**config.mk**
```make
export PLATFORM = sky130hd
export DESIGN_NAME = matmul_job_scheduler
export DESIGN_NICKNAME = d
export VERILOG_FILES = /design/src/rtl/matmul_job_scheduler.sv
export SDC_FILE = /design/constraint.sdc
export NUM_CORES = 1
export LEC_CHECK = 0
export ABC_CLOCK_PERIOD_IN_PS = 1900
export CAP_MARGIN = 20
export CORE_MARGIN = 2
export CORE_UTILIZATION = 39
export CTS_CLUSTER_DIAMETER = 60
export DETAILED_ROUTE_END_ITERATION = 8
export GPL_ROUTABILITY_DRIVEN = 0
export HOLD_SLACK_MARGIN = 0.03
export PLACE_DENSITY = 0.7
export REMOVE_ABC_BUFFERS = 1
export SYNTH_ARGS = -nofsm -noshare
export SYNTH_HDL_FRONTEND = slang
export SYNTH_SLANG_ARGS = --single-unit
```
**constraint.sdc**
```tcl
create_clock -name clk -period 1.9 [get_ports clk]
set_clock_uncertainty 0.2 [all_clocks]
set_input_delay 0.38 -clock clk [delete_from_list [all_inputs] [get_ports clk]]
set_output_delay 0.38 -clock clk [all_outputs]
set_load 0.02 [all_outputs]
```
**src/rtl/matmul_job_scheduler.sv**
```systemverilog
// -----------------------------------------------------------------------------
// matmul_job_scheduler
//
// Shares one 4x4 systolic matmul controller between two requesters. Jobs are
// granted round-robin. The owner's 32-word operand packet (16 A words followed
// by 16 B words, row-major) is written into the controller's A/B memories. The
// array is then run until a rising edge on ctl_done, and the 16 C words are
// drained to the result port tagged with the owner id. If the array never
// reports done, the job is aborted after TIMEOUT RUN cycles with a one-cycle
// err pulse.
//
// Ports
//   clk, rst                 clock and synchronous active-high reset
//   req_valid/ready/data     two word-streaming requesters (req_data packed,
//                            requester 0 in the low DW bits)
//   out_valid/ready/data     result stream, out_id = owner, out_last on C[15]
//   err                      one-cycle pulse when a RUN phase times out
//   busy                     high whenever a job is in progress
//   ctl_en, ctl_done         controller run enable / done indication
//   ctl_w_en_A/B, ctl_waddr, ctl_wdata   registered A/B memory write port
//   ctl_raddr_C, ctl_rdata_C C memory read port (data one cycle after address)
// -----------------------------------------------------------------------------
module matmul_job_scheduler #(
    parameter int DW      = 16,
    parameter int AW      = 7,
    parameter int CAW     = 5,
    parameter int NWORDS  = 16,
    parameter int TIMEOUT = 255
) (
    input  logic              clk,
    input  logic              rst,
    input  logic [1:0]        req_valid,
    output logic [1:0]        req_ready,
    input  logic [2*DW-1:0]   req_data,
    output logic              out_valid,
    input  logic              out_ready,
    output logic [DW-1:0]     out_data,
    output logic              out_id,
    output logic              out_last,
    output logic              err,
    output logic              busy,
    output logic              ctl_en,
    input  logic              ctl_done,
    output logic              ctl_w_en_A,
    output logic              ctl_w_en_B,
    output logic [AW-1:0]     ctl_waddr,
    output logic [DW-1:0]     ctl_wdata,
    output logic [CAW-1:0]    ctl_raddr_C,
    input  logic [DW-1:0]     ctl_rdata_C
);

    localparam logic [3:0] LAST_IDX = 4'(NWORDS - 1);
    localparam logic [7:0] TMO_LAST = 8'(TIMEOUT - 1);

    typedef enum logic [2:0] {
        S_IDLE   = 3'd0,
        S_LOAD_A = 3'd1,
        S_LOAD_B = 3'd2,
        S_RUN    = 3'd3,
        S_DRAIN  = 3'd4
    } state_t;

    // Drain sub-phases: D_WAIT only for the first word (address just issued),
    // D_CAP captures read data, D_OUT presents the word until accepted.
    typedef enum logic [1:0] {
        D_WAIT = 2'd0,
        D_CAP  = 2'd1,
        D_OUT  = 2'd2
    } dphase_t;

    state_t          state_q, state_d;
    dphase_t         dphase_q, dphase_d;
    logic            owner_q, owner_d;
    logic            rr_ptr_q, rr_ptr_d;
    logic [3:0]      idx_q, idx_d;
    logic [3:0]      k_q, k_d;
    logic [7:0]      tmo_q, tmo_d;
    logic            done_q;
    logic            w_en_a_q, w_en_a_d;
    logic            w_en_b_q, w_en_b_d;
    logic [AW-1:0]   waddr_q, waddr_d;
    logic [DW-1:0]   wdata_q, wdata_d;
    logic [CAW-1:0]  raddr_q, raddr_d;
    logic            out_valid_q, out_valid_d;
    logic [DW-1:0]   out_data_q, out_data_d;
    logic            out_id_q, out_id_d;
    logic            out_last_q, out_last_d;
    logic            err_q, err_d;

    // Split the packed requester data bus into per-requester words.
    logic [DW-1:0] req_word [2];
    for (genvar gi = 0; gi < 2; gi++) begin : g_req_word
        assign req_word[gi] = req_data[gi*DW +: DW];
    end

    logic          owner_valid;
    logic [DW-1:0] owner_word;
    logic          done_rise;

    assign owner_valid = req_valid[owner_q];
    assign owner_word  = req_word[owner_q];
    // Only a fresh rising edge completes a job; a level left high by an
    // earlier job is already reflected in done_q and is ignored.
    assign done_rise   = ctl_done && !done_q;

    // ------------------------------------------------------------------
    // State register
    // ------------------------------------------------------------------
    always_ff @(posedge clk) begin
        if (rst) begin
            state_q     <= S_IDLE;
            dphase_q    <= D_WAIT;
            owner_q     <= 1'b0;
            rr_ptr_q    <= 1'b0;
            idx_q       <= '0;
            k_q         <= '0;
            tmo_q       <= '0;
            done_q      <= 1'b0;
            w_en_a_q    <= 1'b0;
            w_en_b_q    <= 1'b0;
            waddr_q     <= '0;
            wdata_q     <= '0;
            raddr_q     <= '0;
            out_valid_q <= 1'b0;
            out_data_q  <= '0;
            out_id_q    <= 1'b0;
            out_last_q  <= 1'b0;
            err_q       <= 1'b0;
        end else begin
            state_q     <= state_d;
            dphase_q    <= dphase_d;
            owner_q     <= owner_d;
            rr_ptr_q    <= rr_ptr_d;
            idx_q       <= idx_d;
            k_q         <= k_d;
            tmo_q       <= tmo_d;
            done_q      <= ctl_done;
            w_en_a_q    <= w_en_a_d;
            w_en_b_q    <= w_en_b_d;
            waddr_q     <= waddr_d;
            wdata_q     <= wdata_d;
            raddr_q     <= raddr_d;
            out_valid_q <= out_valid_d;
            out_data_q  <= out_data_d;
            out_id_q    <= out_id_d;
            out_last_q  <= out_last_d;
            err_q       <= err_d;
        end
    end

    // ------------------------------------------------------------------
    // Next-state and datapath logic
    // ------------------------------------------------------------------
    always_comb begin
        state_d     = state_q;
        dphase_d    = dphase_q;
        owner_d     = owner_q;
        rr_ptr_d    = rr_ptr_q;
        idx_d       = idx_q;
        k_d         = k_q;
        tmo_d       = tmo_q;
        w_en_a_d    = 1'b0;
        w_en_b_d    = 1'b0;
        waddr_d     = waddr_q;
        wdata_d     = wdata_q;
        raddr_d     = raddr_q;
        out_valid_d = out_valid_q;
        out_data_d  = out_data_q;
        out_id_d    = out_id_q;
        out_last_d  = out_last_q;
        err_d       = 1'b0;

        case (state_q)
            S_IDLE: begin
                if (|req_valid) begin
                    // rr_ptr has priority; otherwise the other (valid) requester.
                    owner_d = req_valid[rr_ptr_q] ? rr_ptr_q : ~rr_ptr_q;
                    idx_d   = '0;
                    state_d = S_LOAD_A;
                end
            end

            S_LOAD_A: begin
                if (owner_valid) begin
                    w_en_a_d = 1'b1;
                    waddr_d  = AW'(idx_q);
                    wdata_d  = owner_word;
                    if (idx_q == LAST_IDX) begin
                        idx_d   = '0;
                        state_d = S_LOAD_B;
                    end else begin
                        idx_d = idx_q + 4'd1;
                    end
                end
            end

            S_LOAD_B: begin
                if (owner_valid) begin
                    w_en_b_d = 1'b1;
                    waddr_d  = AW'(idx_q);
                    wdata_d  = owner_word;
                    if (idx_q == LAST_IDX) begin
                        idx_d   = '0;
                        tmo_d   = '0;
                        state_d = S_RUN;
                    end else begin
                        idx_d = idx_q + 4'd1;
                    end
                end
            end

            S_RUN: begin
                if (done_rise) begin
                    k_d      = '0;
                    raddr_d  = '0;
                    dphase_d = D_WAIT;
                    state_d  = S_DRAIN;
                end else if (tmo_q == TMO_LAST) begin
                    // tmo_q counts RUN cycles already spent, so this is RUN cycle TIMEOUT.
                    err_d    = 1'b1;
                    rr_ptr_d = ~owner_q;
                    state_d  = S_IDLE;
                end else if (tmo_q != 8'hFF) begin
                    tmo_d = tmo_q + 8'd1;
                end
            end

            S_DRAIN: begin
                case (dphase_q)
                    D_WAIT: begin
                        dphase_d = D_CAP;
                    end
                    D_CAP: begin
                        out_valid_d = 1'b1;
                        out_data_d  = ctl_rdata_C;
                        out_id_d    = owner_q;
                        out_last_d  = (k_q == LAST_IDX);
                        // Prefetch the next address while this word waits at the
                        // output, so an accepted word goes straight to capture.
                        if (k_q != LAST_IDX) begin
                            raddr_d = CAW'(k_q + 4'd1);
                        end
                        dphase_d = D_OUT;
                    end
                    D_OUT: begin
                        if (out_ready) begin
                            out_valid_d = 1'b0;
                            out_last_d  = 1'b0;
                            if (k_q == LAST_IDX) begin
                                rr_ptr_d = ~owner_q;
                                dphase_d = D_WAIT;
                                state_d  = S_IDLE;
                            end else begin
                                k_d      = k_q + 4'd1;
                                dphase_d = D_CAP;
                            end
                        end
                    end
                    default: begin
                        dphase_d = D_WAIT;
                    end
                endcase
            end

            default: begin
                state_d = S_IDLE;
            end
        endcase
    end

    // ------------------------------------------------------------------
    // State-decoded outputs
    // ------------------------------------------------------------------
    always_comb begin
        req_ready = 2'b00;
        ctl_en    = 1'b0;
        busy      = (state_q != S_IDLE);
        case (state_q)
            S_LOAD_A, S_LOAD_B: req_ready[owner_q] = 1'b1;
            S_RUN:              ctl_en = 1'b1;
            default: ;
        endcase
    end

    assign out_valid   = out_valid_q;
    assign out_data    = out_data_q;
    assign out_id      = out_id_q;
    assign out_last    = out_last_q;
    assign err         = err_q;
    assign ctl_w_en_A  = w_en_a_q;
    assign ctl_w_en_B  = w_en_b_q;
    assign ctl_waddr   = waddr_q;
    assign ctl_wdata   = wdata_q;
    assign ctl_raddr_C = raddr_q;

endmodule

```
After elaboration in Yosys (flattened, before gate mapping)
Index checks and enable logic that the tools add are counted.

Bitwise operators: 6. Equality and inequality tests: 31. Reduce and logical (&&, ||, !) cells: 26. Add/subtract/negate cells: 4. $lt $le $gt $ge: 4. Mux-type cells: 58.

Operators with widths (number): 2-to-1 mux 16 bit (3); 2-to-1 mux 8 bit (5); inequality test 2 bit, second input constant (16); 2-to-1 mux 3 bit (10); 2-to-1 mux 4 bit (7); 2-to-1 mux 1 bit (16); case mux 4 bit (2 select lines) (2); case mux 8 bit (2 select lines) (1); 2-to-1 mux 5 bit (3); case mux 3 bit (5 select lines) (1); AND reduction 6 bit (2); case mux 5 bit (2 select lines) (1); AND reduction 3 bit (3); AND reduction 9 bit (1); adder 4 x 1 -> 4 bit, second input constant (2); adder 8 x 1 -> 8 bit, second input constant (1); equality test 4 bit, second input constant (2); equality test 8 bit, second input constant (1); inequality test 8 bit, second input constant (1); nonzero test 2 bit (4); OR reduction 2 bit (4); equality test 3 x 2 -> 1 bit, second input constant (2); 2-to-1 mux 2 bit (3); inequality test 3 bit, second input constant (2); other kinds (25) (36).

Logic and storage cells: 147. Register bits after elaboration: 71.

Depth between registers and ports, before layout
Word-level depth: 5. Mapped depth: 7. Mapped depth without buffers: 7.

Worst setup path before layout
Ideal clock, no wire load.

Path type: register to output. Start: register owner_q. End: output req_ready[1]. Path buffers: 1. Arrival: 1.314 ns. Stages on the path, launching flop included: 4. Slack: 0.006 ns. Cell sequence: dfxtp_1 > buf_1 > inv_1 > nor3_1.

Word-level cells in the longest chain between the ends: 5. Elaborated cells between the ends (all ways): 6. Those cells by class: order compare (2); mux (3); reduce/logical (1).

Ends and longest elaborated chain: start, declared (RTL line 73) `logic owner_q, owner_d;`; start signal, assigned (RTL line 132) `owner_q <= owner_d;`; < comparator 1 x 2 -> 1 bit (not written as such) or >= comparator 1 bit (tied branches) (RTL line 279) `S_LOAD_A, S_LOAD_B: req_ready[owner_q] = 1'b1;`; logical AND 1 bit (not written as such) (RTL line 279); 2-to-1 mux 1 bit (not written as such) (RTL line 279); demux 1 bit (select 1 bit) * (RTL line 279); 2-to-1 mux 2 bit * (RTL line 278) `case (state_q)`; end, declared (RTL line 33) `output logic [1:0] req_ready,`.

Mark *: on every way between the ends. The rest lies on a longest branch, timed or not.

Worst setup path in the final report
Start: register state_q[0]. End: register k_q[1].

Word-level cells in the longest chain between the ends: 3. Elaborated cells between the ends (all ways): 9. Those cells by class: eq/ne (6); mux (1); reduce/logical (2).

Ends and longest elaborated chain: start, declared (RTL line 71) `state_t state_q, state_d;`; start signal, assigned (RTL line 130) `state_q <= state_d;`; equality test 3 bit or equality test 3 x 2 -> 1 bit (tied branches) (RTL line 173) `case (state_q)`; inequality test 2 bit (no line) or nonzero test 2 bit (tied branches); AND reduction 5 bit (no line); end signal, assigned (RTL line 135) `k_q <= k_d;`; end, declared (RTL line 76) `logic [3:0] k_q, k_d;`.

Parallel ways exist; a longest one is shown, timed or not. A chain may end at the register's enable or synchronous reset.

==> impl_metrics.csv <==
group,metric,value,unit
timing,hold-worst-slack,232.4,ps
route,first_iter_violations,53,
synth,ys_types,46,
cts,cts_max_path_buffers,2,
critical_path,crit_required,1930,ps
route,vias,3096,
timing,finalSetupViolCount,1,
final_layout,drive_above_1_share,22.05,%
route,wirelength,8.530,mm
timing,setup_tns,-0.7359,ps
die,core_area,7767,sq um
critical_path,cp_max_fo,6,
synth,yosysMostFrequentCell,"dfxtp_1",
synth,seq_area_frac_synth,45.19,%
timing,finalCritPeriodShare,100.0,%
flow_run,cap_violations,0,
cts,clkLatencyLatePin,340,ps
place,place_ws,-346.9,ps
pwr,ir_drop,0.7240,mV
timing,rsz0062_at_grt,"true",
pwr,swShare,31.07,%
synth,synth_top_area_share,45.19,%
timing,hold_viol,0,
critical_path,cp.arrival,1930,ps
synth,syn_avg_cell_area,8.762,sq um
grt,grt_pass1_vias,2946,
synth,synthXorXnorAreaFrac,3.023,%
final_layout,insertedDiodeCount,0,
route,post-route-drc-count,0,
grt,grt_antenna_before_repair,0,
critical_path,path_class,"reg2reg",
synth,syn_inst,359,
grt,grt-ovfl-total,0,
synth,synth.area.top_cells,"dfxtp_1 45%, mux2i_1 8.0%, nand2_1 6.1%",
pwr,power_frac_comb,34.4,%
final_layout,area_growth,59.79,%
die,start_util,40.50,%
die,dieWidth,93.81,um
route,postRouteAntennaNets,0,
timing,fin_ws,-0.7359,ps
synth,synth_fa_ha_area_share,1.591,%
place,portBuffers,104,
final_layout,register_area,1439,sq um
pwr,p_seq_share,36.7,%
place,dp_hpwl,6.065,mm
synth,synthSimpleGateAreaFrac,20.21,%
pwr,clkPwrFrac,28.9,%
grt,grt_max_degree,39,
run_status,violations,"setup timing",
cts,cts_inserted_buffers,9,
synth,synth-compound-area-share,16.63,%
timing,timing.fmax,0.5261,GHz
final_layout,final_net_count,562,
grt,track_usage,18.77,%
synth,syn_area,3146,sq um
die,io_pins,108,
synth,synth.area.mux_share,8.313,%
route,viasPerCell,5.075,
die,rows,32,
cts,htree_levels,3,
pwr,total_power,4875,uW
pwr,p_sw,1514,uW
synth,synth_top_cell_by_area,"dfxtp_1",
final_layout,fin_cells,610,
cts,root_buffer,"clkbuf_8",
cts,clkSinkCount,71,
grt,grt_pass1_wl,13.21,mm
synth,synthFlopType,"dfxtp_1",
run_status,status,"finished, violations left",
pwr,power_leakage,0.002343,uW
route,routedWlPerCell,13.98,um
die,dieArea,8799,sq um
synth,yosys_warnings,0,
hold_path,hold_class,"in2reg",
cts,clkTransAtPathRegs,70,ps
synth,ys_ff_latch,71,
synth,synth_edf_count,0,
synth,async_flop_share,0,%
timing,drv_slew,0,
cts,cts_tree,"done",
pwr,cellPowerDensity,969.9,nW/um^2
place,placedCellCount,587,
synth,synthTopCellsByCount,"71 x dfxtp_1, 51 x nand2_1, 48 x nor2_1",
route,drt_pass1_iterations,4,
critical_path,critPathCaptureType,"register",
timing,finalCriticalPeriod,1901,ps
pwr,internal_power,3360,uW
final_layout,fillCellCount,652,
die,die_h,93.81,um
critical_path,start_kind,"register",
synth,synth_top_family_by_area,"simple AND/OR/NAND/NOR gates",
final_layout,multi_input_area,1689,sq um
## cells by family after synthesis
kind of cell | count (synthesis)
and+or+nand+nor | 142
AOI/OAI and AO/OA | 75
DFF | 71
buffers and inverters | 30
muxes | 26
xor gates and xnor gates | 10
adders and majority gates | 4
other | 1
## final timing paths
check                                     end  slack, ps                        start  cells after the start
setup / recovery          k_q[1]$_SDFFE_PP0P_       -0.7      state_q[0]$_SDFFE_PP0P_                      7
hold / removal      ctl_waddr[0]$_SDFFE_PP0P_        230                          rst                      2
setup reg to reg          k_q[1]$_SDFFE_PP0P_       -0.7      state_q[0]$_SDFFE_PP0P_                      7
hold reg to reg   ctl_raddr_C[4]$_SDFFE_PP0P_        250  ctl_raddr_C[4]$_SDFFE_PP0P_                      2
## worst max-delay path, stage by stage (launching register included)
cell and delay, ps:
dfxtp_4 370, buf_6 120, buf_6 120, or3b_4 410
o32ai_4 150, o21ai_1 150, a22oi_1 220, nor2_1 50
## power groups by stage
stage | logic, uW | registers [uW] | clock network [uW]
after floorplan | 569 | 2020 | 0
after global placement | 1600 | 1810 | 0
after detailed placement | 1630 | 1810 | 0
after CTS | 1630 | 1790 | 1440
after global routing | 1800 | 1810 | 1510
final | 1680 | 1790 | 1410
## through the flow
stage / util [%] / area (sq um)
6_report: 64.71 / 5026
5_1_grt: 64.71 / 5026
4_1_cts: 62.21 / 4832
3_5_place_dp: 58.41 / 4537
3_3_place_gp: 58.41 / 4537
2_1_floorplan: - / 3013
## what timing repair did
item / in CTS / in global routing
hold buffers: 0 / 0
setup buffers: 5 / 2
resized for setup: 39 / 58
endpoints found under the setup margin: 28 / 72
pin swaps: 3 / 9
gates cloned: 0 / 1
## cell type report
cell class	instances	area share [%]
Tap cell	102	2.539
Timing Repair Buffer	158	30.27
Multi-Input combinational cell	260	33.61
Inverter	4	0.2987
Clock inverter	6	2.191
Clock buffer	9	2.465
Sequential cell	71	28.63
## routing by layer
| metal | vias up | global-route usage, % | part of all wire [%] |
|---|---|---|---|
| met5 | - | 0 | 0 |
| met4 | 0 | 8.333 | 2.1 |
| met3 | 14 | 4.575 | 6.2 |
| met2 | 95 | 32.32 | 51 |
| met1 | 1456 | 22.01 | 41 |
| li1 | 1531 | - | - |
## registers in the layout, summed over array words and instances, names as in the netlist
name and cells:
owner_q 1, state_q 3, idx_q 4, ctl_w_en_B 1
tmo_q 8, k_q 4, ctl_w_en_A 1, out_data 16
out_id 1, err 1, ctl_wdata 16, ctl_waddr 4
out_last 1, out_valid 1, dphase_q 2, rr_ptr_q 1
ctl_raddr_C 5, done_q 1
## cells in the final DEF (no fill, tap or decap), types with 3 or more instances in the layout
cell / count
a211oi_1: 17
a211oi_2: 7
xnor2_1: 7
o21ai_0: 4
buf_4: 45
buf_2: 6
nand2b_1: 4
ha_1: 3
nand2_1: 50
dfxtp_1: 65
conb_1: 3
bufinv_16: 3
mux2i_1: 25
clkbuf_8: 9
nor3_2: 5
dlygate4sd2_1: 7
nand4_1: 3
nand3_1: 10
a21oi_1: 27
dfxtp_4: 4
dlymetal6s2s_1: 29
nor3_1: 4
buf_6: 7
inv_1: 4
a21oi_2: 3
clkdlybuf4s50_1: 63
and3_1: 3
nor2_1: 45
No activity file was read; power rests on OpenSTA's default activity.
